===== src/rtl/banco_escrita.sv =====
// banco_escrita -- write side of the 8 x LARGURA register bank.
//
// Holds the eight registers and presents them in parallel on saida0..saida7
// for the downstream 8:1 read multiplexer. Single-register writes use a
// valid/ready handshake (escrever/pronto) confirmed by a one-cycle ack pulse.
// A clear request (limpar) starts a sweep that zeroes one register per cycle,
// in index order, during which the bank is busy (ocupado) and not ready.
//
// Ports:
//   clock            rising-edge clock for all state
//   reset            synchronous active-high reset
//   escrever         write request (valid)
//   endereco[2:0]    target register index, same encoding as the read mux
//   dado[LARGURA]    write data, stored verbatim
//   limpar           clear request
//   pronto           ready, high only while idle
//   ack              one-cycle pulse following an accepted write
//   ocupado          high while a clear sweep is in progress
//   saida0..saida7   registered register contents
//
// Parameters:
//   LARGURA          register width
//   PROTEGE_R0       1: register 0 reads as zero; writes to it are acked
//                    but discarded

module banco_escrita #(
  parameter int LARGURA    = 16,
  parameter bit PROTEGE_R0 = 1'b0
) (
  input  logic               clock,
  input  logic               reset,
  input  logic               escrever,
  input  logic [2:0]         endereco,
  input  logic [LARGURA-1:0] dado,
  input  logic               limpar,
  output logic               pronto,
  output logic               ack,
  output logic               ocupado,
  output logic [LARGURA-1:0] saida0,
  output logic [LARGURA-1:0] saida1,
  output logic [LARGURA-1:0] saida2,
  output logic [LARGURA-1:0] saida3,
  output logic [LARGURA-1:0] saida4,
  output logic [LARGURA-1:0] saida5,
  output logic [LARGURA-1:0] saida6,
  output logic [LARGURA-1:0] saida7
);

  typedef enum logic [0:0] {
    OCIOSO   = 1'b0,
    LIMPANDO = 1'b1
  } estado_t;

  estado_t                  r_estado;
  logic [2:0]               r_varredura;
  logic                     r_ack;
  logic                     w_aceita;
  logic [7:0][LARGURA-1:0]  w_saida;

  // A write is taken only while idle; a simultaneous clear request wins and
  // the write is dropped without an ack.
  assign w_aceita = (r_estado == OCIOSO) && escrever && !limpar;

  // Control FSM: idle / sweeping, plus the registered ack pulse.
  always_ff @(posedge clock) begin
    if (reset) begin
      r_estado    <= OCIOSO;
      r_varredura <= 3'd0;
      r_ack       <= 1'b0;
    end else begin
      r_ack <= w_aceita;
      case (r_estado)
        OCIOSO: begin
          if (limpar) begin
            r_estado    <= LIMPANDO;
            r_varredura <= 3'd0;
          end
        end
        LIMPANDO: begin
          // The counter wraps 7->0 naturally on the edge clearing reg 7.
          r_varredura <= r_varredura + 3'd1;
          if (r_varredura == 3'd7) begin
            r_estado <= OCIOSO;
          end
        end
        default: begin
          r_estado    <= OCIOSO;
          r_varredura <= 3'd0;
        end
      endcase
    end
  end

  // One storage register per bank entry. Each register sees its own write
  // enable and its own sweep strobe, so a not-yet-swept register keeps its
  // value until the sweep counter reaches it.
  generate
    for (genvar gi = 0; gi < 8; gi++) begin : g_banco
      if (PROTEGE_R0 && (gi == 0)) begin : g_zero
        assign w_saida[gi] = '0;
      end else begin : g_reg
        logic [LARGURA-1:0] r_valor;
        logic               w_escreve;
        logic               w_zera;

        assign w_escreve = w_aceita && (endereco == 3'(gi));
        assign w_zera    = (r_estado == LIMPANDO) && (r_varredura == 3'(gi));

        always_ff @(posedge clock) begin
          if (reset || w_zera) begin
            r_valor <= '0;
          end else if (w_escreve) begin
            r_valor <= dado;
          end
        end

        assign w_saida[gi] = r_valor;
      end
    end
  endgenerate

  // Status decodes straight from the state register.
  assign pronto  = (r_estado == OCIOSO);
  assign ocupado = (r_estado == LIMPANDO);
  assign ack     = r_ack;

  assign saida0 = w_saida[0];
  assign saida1 = w_saida[1];
  assign saida2 = w_saida[2];
  assign saida3 = w_saida[3];
  assign saida4 = w_saida[4];
  assign saida5 = w_saida[5];
  assign saida6 = w_saida[6];
  assign saida7 = w_saida[7];

endmodule


===== config.mk =====
export PLATFORM = sky130hd
export DESIGN_NAME = banco_escrita
export DESIGN_NICKNAME = d
export VERILOG_FILES = /design/src/rtl/banco_escrita.sv
export SDC_FILE = /design/constraint.sdc
export NUM_CORES = 1
export LEC_CHECK = 0
export CAP_MARGIN = 15
export CORE_AREA = 4 4 121 123
export DETAILED_ROUTE_END_ITERATION = 12
export DIE_AREA = 0 0 125 127
export PLACE_DENSITY = 0.68
export SYNTH_ARGS = -nofsm -noshare
export SYNTH_HDL_FRONTEND = slang
export SYNTH_SLANG_ARGS = --single-unit

===== constraint.sdc =====
create_clock -name clock -period 1.85 [get_ports clock]
set_clock_uncertainty 0.05 [all_clocks]
set_input_delay 0.37 -clock clock [delete_from_list [all_inputs] [get_ports clock]]
set_output_delay 0.37 -clock clock [all_outputs]
set_load 0.01 [all_outputs]

==> metrics.txt <==
# TYPE chip_impl_metric gauge
chip_impl_info{name="status",value="completed"} 1
chip_impl_info{name="holdCritStartpoint",value="saida2[7]"} 1
chip_impl_metric{name="die_width",unit="um"} 125
chip_impl_metric{name="data_arrival_time_of_the_worst_path",unit="ns"} 1.34
chip_impl_metric{name="overflow_left_after_global_routing",unit=""} 0
chip_impl_metric{name="power.density",unit="nW/um^2"} 873
chip_impl_metric{name="io_pins",unit=""} 154
chip_impl_metric{name="min_delay_path_depth",unit=""} 2
chip_impl_metric{name="crit_path_max_fanout",unit=""} 7
chip_impl_metric{name="post_dp_hpwl",unit="um"} 12200
chip_impl_metric{name="fillCellCount",unit=""} 1202
chip_impl_metric{name="floorplan.die_area",unit="sq um"} 15900
chip_impl_metric{name="clk_pin_slew_worst_paths",unit="ns"} 0.06
chip_impl_info{name="cts-root-buf",value="sky130_fd_sc_hd__clkbuf_16"} 1
chip_impl_metric{name="maximum_number_of_pins_on_one_net_before_global_route_repair",unit=""} 65
chip_impl_metric{name="avgViaCountPerCell",unit=""} 5.60
chip_impl_metric{name="period_share",unit=""} 0.950
chip_impl_metric{name="number_of_max_slew_violations_in_the_final_report",unit=""} 0
chip_impl_metric{name="mappedNetlistArea",unit="sq um"} 5340
chip_impl_metric{name="detailed_route_iter0_violations",unit=""} 874
chip_impl_metric{name="setup_viol",unit=""} 0
chip_impl_metric{name="cts_inserted_buffers",unit=""} 17
chip_impl_metric{name="gr-usage-met1",unit=""} 0.286
chip_impl_metric{name="h-tree-depth",unit=""} 4
chip_impl_metric{name="clock_period_minus_worst_slack",unit="ns"} 1.76
chip_impl_metric{name="rows",unit=""} 43
chip_impl_info{name="regToRegStartpoint",value="ocupado"} 1
chip_impl_metric{name="asyncSetResetFlopFracSynth",unit=""} 0
chip_impl_info{name="kind_of_end_point_of_the_critical_path",value="output port"} 1
chip_impl_info{name="synth.most_common_cell",value="sky130_fd_sc_hd__dfxtp_1"} 1
chip_impl_metric{name="grt_first_pass_wirelength",unit="um"} 28500
chip_impl_metric{name="synthCells",unit=""} 638
chip_impl_info{name="critical_path.cell_chain",value="clkdlybuf4s50_1"} 1
chip_impl_metric{name="cts.sink_count",unit=""} 133
chip_impl_metric{name="synth-edff-count",unit=""} 0
chip_impl_metric{name="yosysWarningCount",unit=""} 0
chip_impl_metric{name="grt_pass1_vias",unit=""} 5306
chip_impl_metric{name="n_antenna_cell",unit=""} 0
chip_impl_metric{name="finalSetupTns",unit="ns"} 0
chip_impl_metric{name="yosys.area.top_type_share",unit=""} 0.498
chip_impl_metric{name="core",unit="sq um"} 13700
chip_impl_metric{name="finish.cell_count_without_fillers",unit=""} 963
chip_impl_info{name="critical_path.reg2reg.endpoint",value="saida0[11]"} 1
chip_impl_info{name="min_delay_worst_endpoint",value="saida2[7]"} 1
chip_impl_metric{name="pre_cts_slack",unit="ns"} -0.278
chip_impl_metric{name="final_worst_path_setup_slack",unit="ns"} 0.0917
chip_impl_metric{name="clock.fmax",unit="GHz"} 0.569
chip_impl_info{name="synth_common_cells",value="sky130_fd_sc_hd__dfxtp_1 (133), sky130_fd_sc_hd__nand3_1 (128), sky130_fd_sc_hd__a21oi_1 (99), sky130_fd_sc_hd__o21ai_1 (71), sky130_fd_sc_hd__o21ai_0 (57)"} 1
chip_impl_metric{name="max_cap_viol_count",unit=""} 0
chip_impl_metric{name="fin_nets",unit=""} 799
chip_impl_metric{name="globalRouteMet2Util",unit=""} 0.363
chip_impl_metric{name="p_leak",unit="nW"} 2.56
chip_impl_metric{name="hold_viol",unit=""} 0
chip_impl_metric{name="cp_num_buf_inv",unit=""} 1
chip_impl_metric{name="placed_cells",unit=""} 931
chip_impl_metric{name="post_synth.cell_area_avg",unit="sq um"} 8.38
chip_impl_metric{name="critPathRequiredTime",unit="ns"} 1.43
chip_impl_metric{name="use_met3",unit=""} 0.0556
chip_impl_metric{name="ir_drop_worst_case_vdd",unit="mV"} 0.611
chip_impl_info{name="tritoncts",value="built"} 1
chip_impl_metric{name="drt_drc_violations_left",unit=""} 0
chip_impl_metric{name="antenna_left",unit=""} 0
chip_impl_metric{name="worstSkewPairLatency",unit="ns"} 0.40
chip_impl_info{name="critPathSlowestCell",value="sky130_fd_sc_hd__clkdlybuf4s50_1"} 1
chip_impl_metric{name="tightestPinTransition",unit="ns"} 0.478
chip_impl_metric{name="worst_slew_margin_rel",unit=""} 0.680
chip_impl_info{name="criticalPathCategory",value="flip-flop to output port"} 1
chip_impl_metric{name="ys_seq_elements",unit=""} 133
chip_impl_metric{name="area.growth.synth_to_final",unit="%"} 46.4
chip_impl_info{name="synth_top_flop_cell",value="sky130_fd_sc_hd__dfxtp_1"} 1
chip_impl_metric{name="detail_route.wl_per_cell",unit="um"} 19.2
chip_impl_metric{name="final_util",unit=""} 0.573
chip_impl_metric{name="worst_r2r_path_depth",unit=""} 4
chip_impl_info{name="cell_class_contributing_the_biggest_share_of_worst_path_delay",value="buffers and inverters"} 1
chip_impl_metric{name="ys_seq_area_frac",unit=""} 0.498
chip_impl_metric{name="timing.reg2reg.setup_slack",unit="ns"} 0.21
chip_impl_metric{name="gp_routability_congestion",unit=""} 0.809
chip_impl_metric{name="die_height",unit="um"} 127
chip_impl_metric{name="initial_util",unit=""} 0.391
chip_impl_info{name="synthTopCellsByArea",value="sky130_fd_sc_hd__dfxtp_1 (50%), sky130_fd_sc_hd__nand3_1 (12%), sky130_fd_sc_hd__a21oi_1 (9.3%)"} 1
chip_impl_metric{name="max_stage_delay",unit="ns"} 0.55
chip_impl_info{name="min-delay-path-class",value="flip-flop to flip-flop"} 1
chip_impl_info{name="crit_path_start_kind",value="flip-flop"} 1
chip_impl_info{name="globalRoute.busiestLayer",value="met2"} 1
chip_impl_info{name="synth_top_cell_by_area",value="sky130_fd_sc_hd__dfxtp_1"} 1
chip_impl_metric{name="synth_fp_nets",unit=""} 667
chip_impl_metric{name="final_layout_size_suffix_gt1_frac",unit=""} 0.110
chip_impl_metric{name="grt_util_all_layers",unit=""} 0.225
chip_impl_metric{name="dr_total_vias",unit=""} 5388
chip_impl_metric{name="ys_types",unit=""} 28
chip_impl_metric{name="place.port_buffers",unit=""} 153
chip_impl_metric{name="cts_buffer_depth",unit=""} 2
chip_impl_metric{name="initial_antenna_violation_count",unit=""} 0
chip_impl_metric{name="drt_pass1_iterations",unit=""} 6
chip_impl_info{name="grt_setup_unrepaired",value="no"} 1
chip_impl_metric{name="drt_wirelength",unit="um"} 18500
layout by cell type (no fill, tap or decap):
cell type	n
sky130_fd_sc_hd__inv_1	4
sky130_fd_sc_hd__nor3b_4	2
sky130_fd_sc_hd__nor3b_2	1
sky130_fd_sc_hd__inv_6	3
sky130_fd_sc_hd__and3b_2	1
sky130_fd_sc_hd__or3b_2	1
sky130_fd_sc_hd__a21boi_1	28
sky130_fd_sc_hd__a31o_2	6
sky130_fd_sc_hd__buf_4	27
sky130_fd_sc_hd__nor2_1	4
sky130_fd_sc_hd__bufinv_16	2
sky130_fd_sc_hd__clkbuf_16	17
sky130_fd_sc_hd__o21ai_1	71
sky130_fd_sc_hd__or3b_1	2
sky130_fd_sc_hd__buf_12	13
sky130_fd_sc_hd__clkinv_2	3
sky130_fd_sc_hd__o31a_1	1
sky130_fd_sc_hd__nor3b_1	1
sky130_fd_sc_hd__o21ai_0	57
sky130_fd_sc_hd__clkinvlp_4	5
sky130_fd_sc_hd__nand3b_1	1
sky130_fd_sc_hd__clkdlybuf4s50_1	153
sky130_fd_sc_hd__mux2i_1	1
sky130_fd_sc_hd__clkinv_4	2
sky130_fd_sc_hd__nor2b_1	1
sky130_fd_sc_hd__ha_1	6
sky130_fd_sc_hd__a21oi_1	99
sky130_fd_sc_hd__nor4b_1	1
sky130_fd_sc_hd__nand2b_1	1
sky130_fd_sc_hd__nor3_4	1
sky130_fd_sc_hd__or3_1	1
sky130_fd_sc_hd__nand3_1	128
sky130_fd_sc_hd__and3b_1	1
sky130_fd_sc_hd__a21boi_0	4
sky130_fd_sc_hd__dfxtp_1	132
sky130_fd_sc_hd__dfxtp_2	1
sky130_fd_sc_hd__nand3b_2	1
per-stage QoR:
step                      area, sq um  power [W]  hold WS, ns
final                            7820    0.00683        0.426
after global routing             7820    0.00703        0.449
after CTS                        7820    0.00684        0.424
after detailed placement         7240    0.00357        0.418
after global placement           7240    0.00356        0.411
after floorplan                  5340    0.00327        0.447
area by class of cell:
type	instances	area [sq um]	share of cell area
flip-flops and latches	133	2660	0.340
clock buffers	17	425	0.0544
inverters	4	15.0	0.00192
multi-input cells	421	2340	0.300
repair buffers	193	1990	0.255
clock inverters	15	156	0.0200
well taps	180	225	0.0288
metal layers:
metal	vias up	routed length, um
met2	259	8920
li1	2547	-
met5	-	0
met4	0	604
met1	2544	7410
met3	38	1580
report_power, final:
group / internal, W / leakage [nW] / switching, W
clock network: 0.00199 / 0.272 / 0.00132
registers: 0.00290 / 1.07 / 0.0000207
logic: 0.000233 / 1.22 / 0.000371
worst reg2reg max path, stage by stage, from the launching register on:
cell and delay (ns):
sky130_fd_sc_hd__dfxtp_2 0.35, sky130_fd_sc_hd__or3b_2 0.55, sky130_fd_sc_hd__buf_4 0.22, sky130_fd_sc_hd__o21ai_0 0.23, sky130_fd_sc_hd__a21oi_1 0.12
cell families after synthesis:
kind of cell	Yosys count	share of synthesized area
and+or+nand+nor	148	0.149
muxes	1	0.00187
DFF	133	0.498
buffers and inverters	84	0.0679
adders and majority gates	6	0.0140
AOI/OAI and AO/OA	266	0.269
what timing repair did:
item | CTS | global route
hold endpoints to repair | 0 | 0
buffers inserted | 0 | 0
endpoints found under the setup margin | 1 | 0
resized for setup | 1 | 0
hold buffers | 0 | 0
flip-flops by register name (all words and copies together) (netlist names), 3 cells and up:
register     count
saida6          16
saida4          16
saida7          16
saida3          16
r_varredura      3
saida5          16
saida2          16
saida1          16
saida0          16
worst max path at each step:
stage	start	to	depth (start not counted)
after floorplan	limpar	saida0[10]	5
after global placement	endereco[0]	saida0[15]	5
after detailed placement	endereco[0]	saida6[13]	5
after CTS	ocupado	ocupado	1
after global routing	ocupado	pronto	2
final	ocupado	ocupado	1
(Power assumes the default switching activity.)
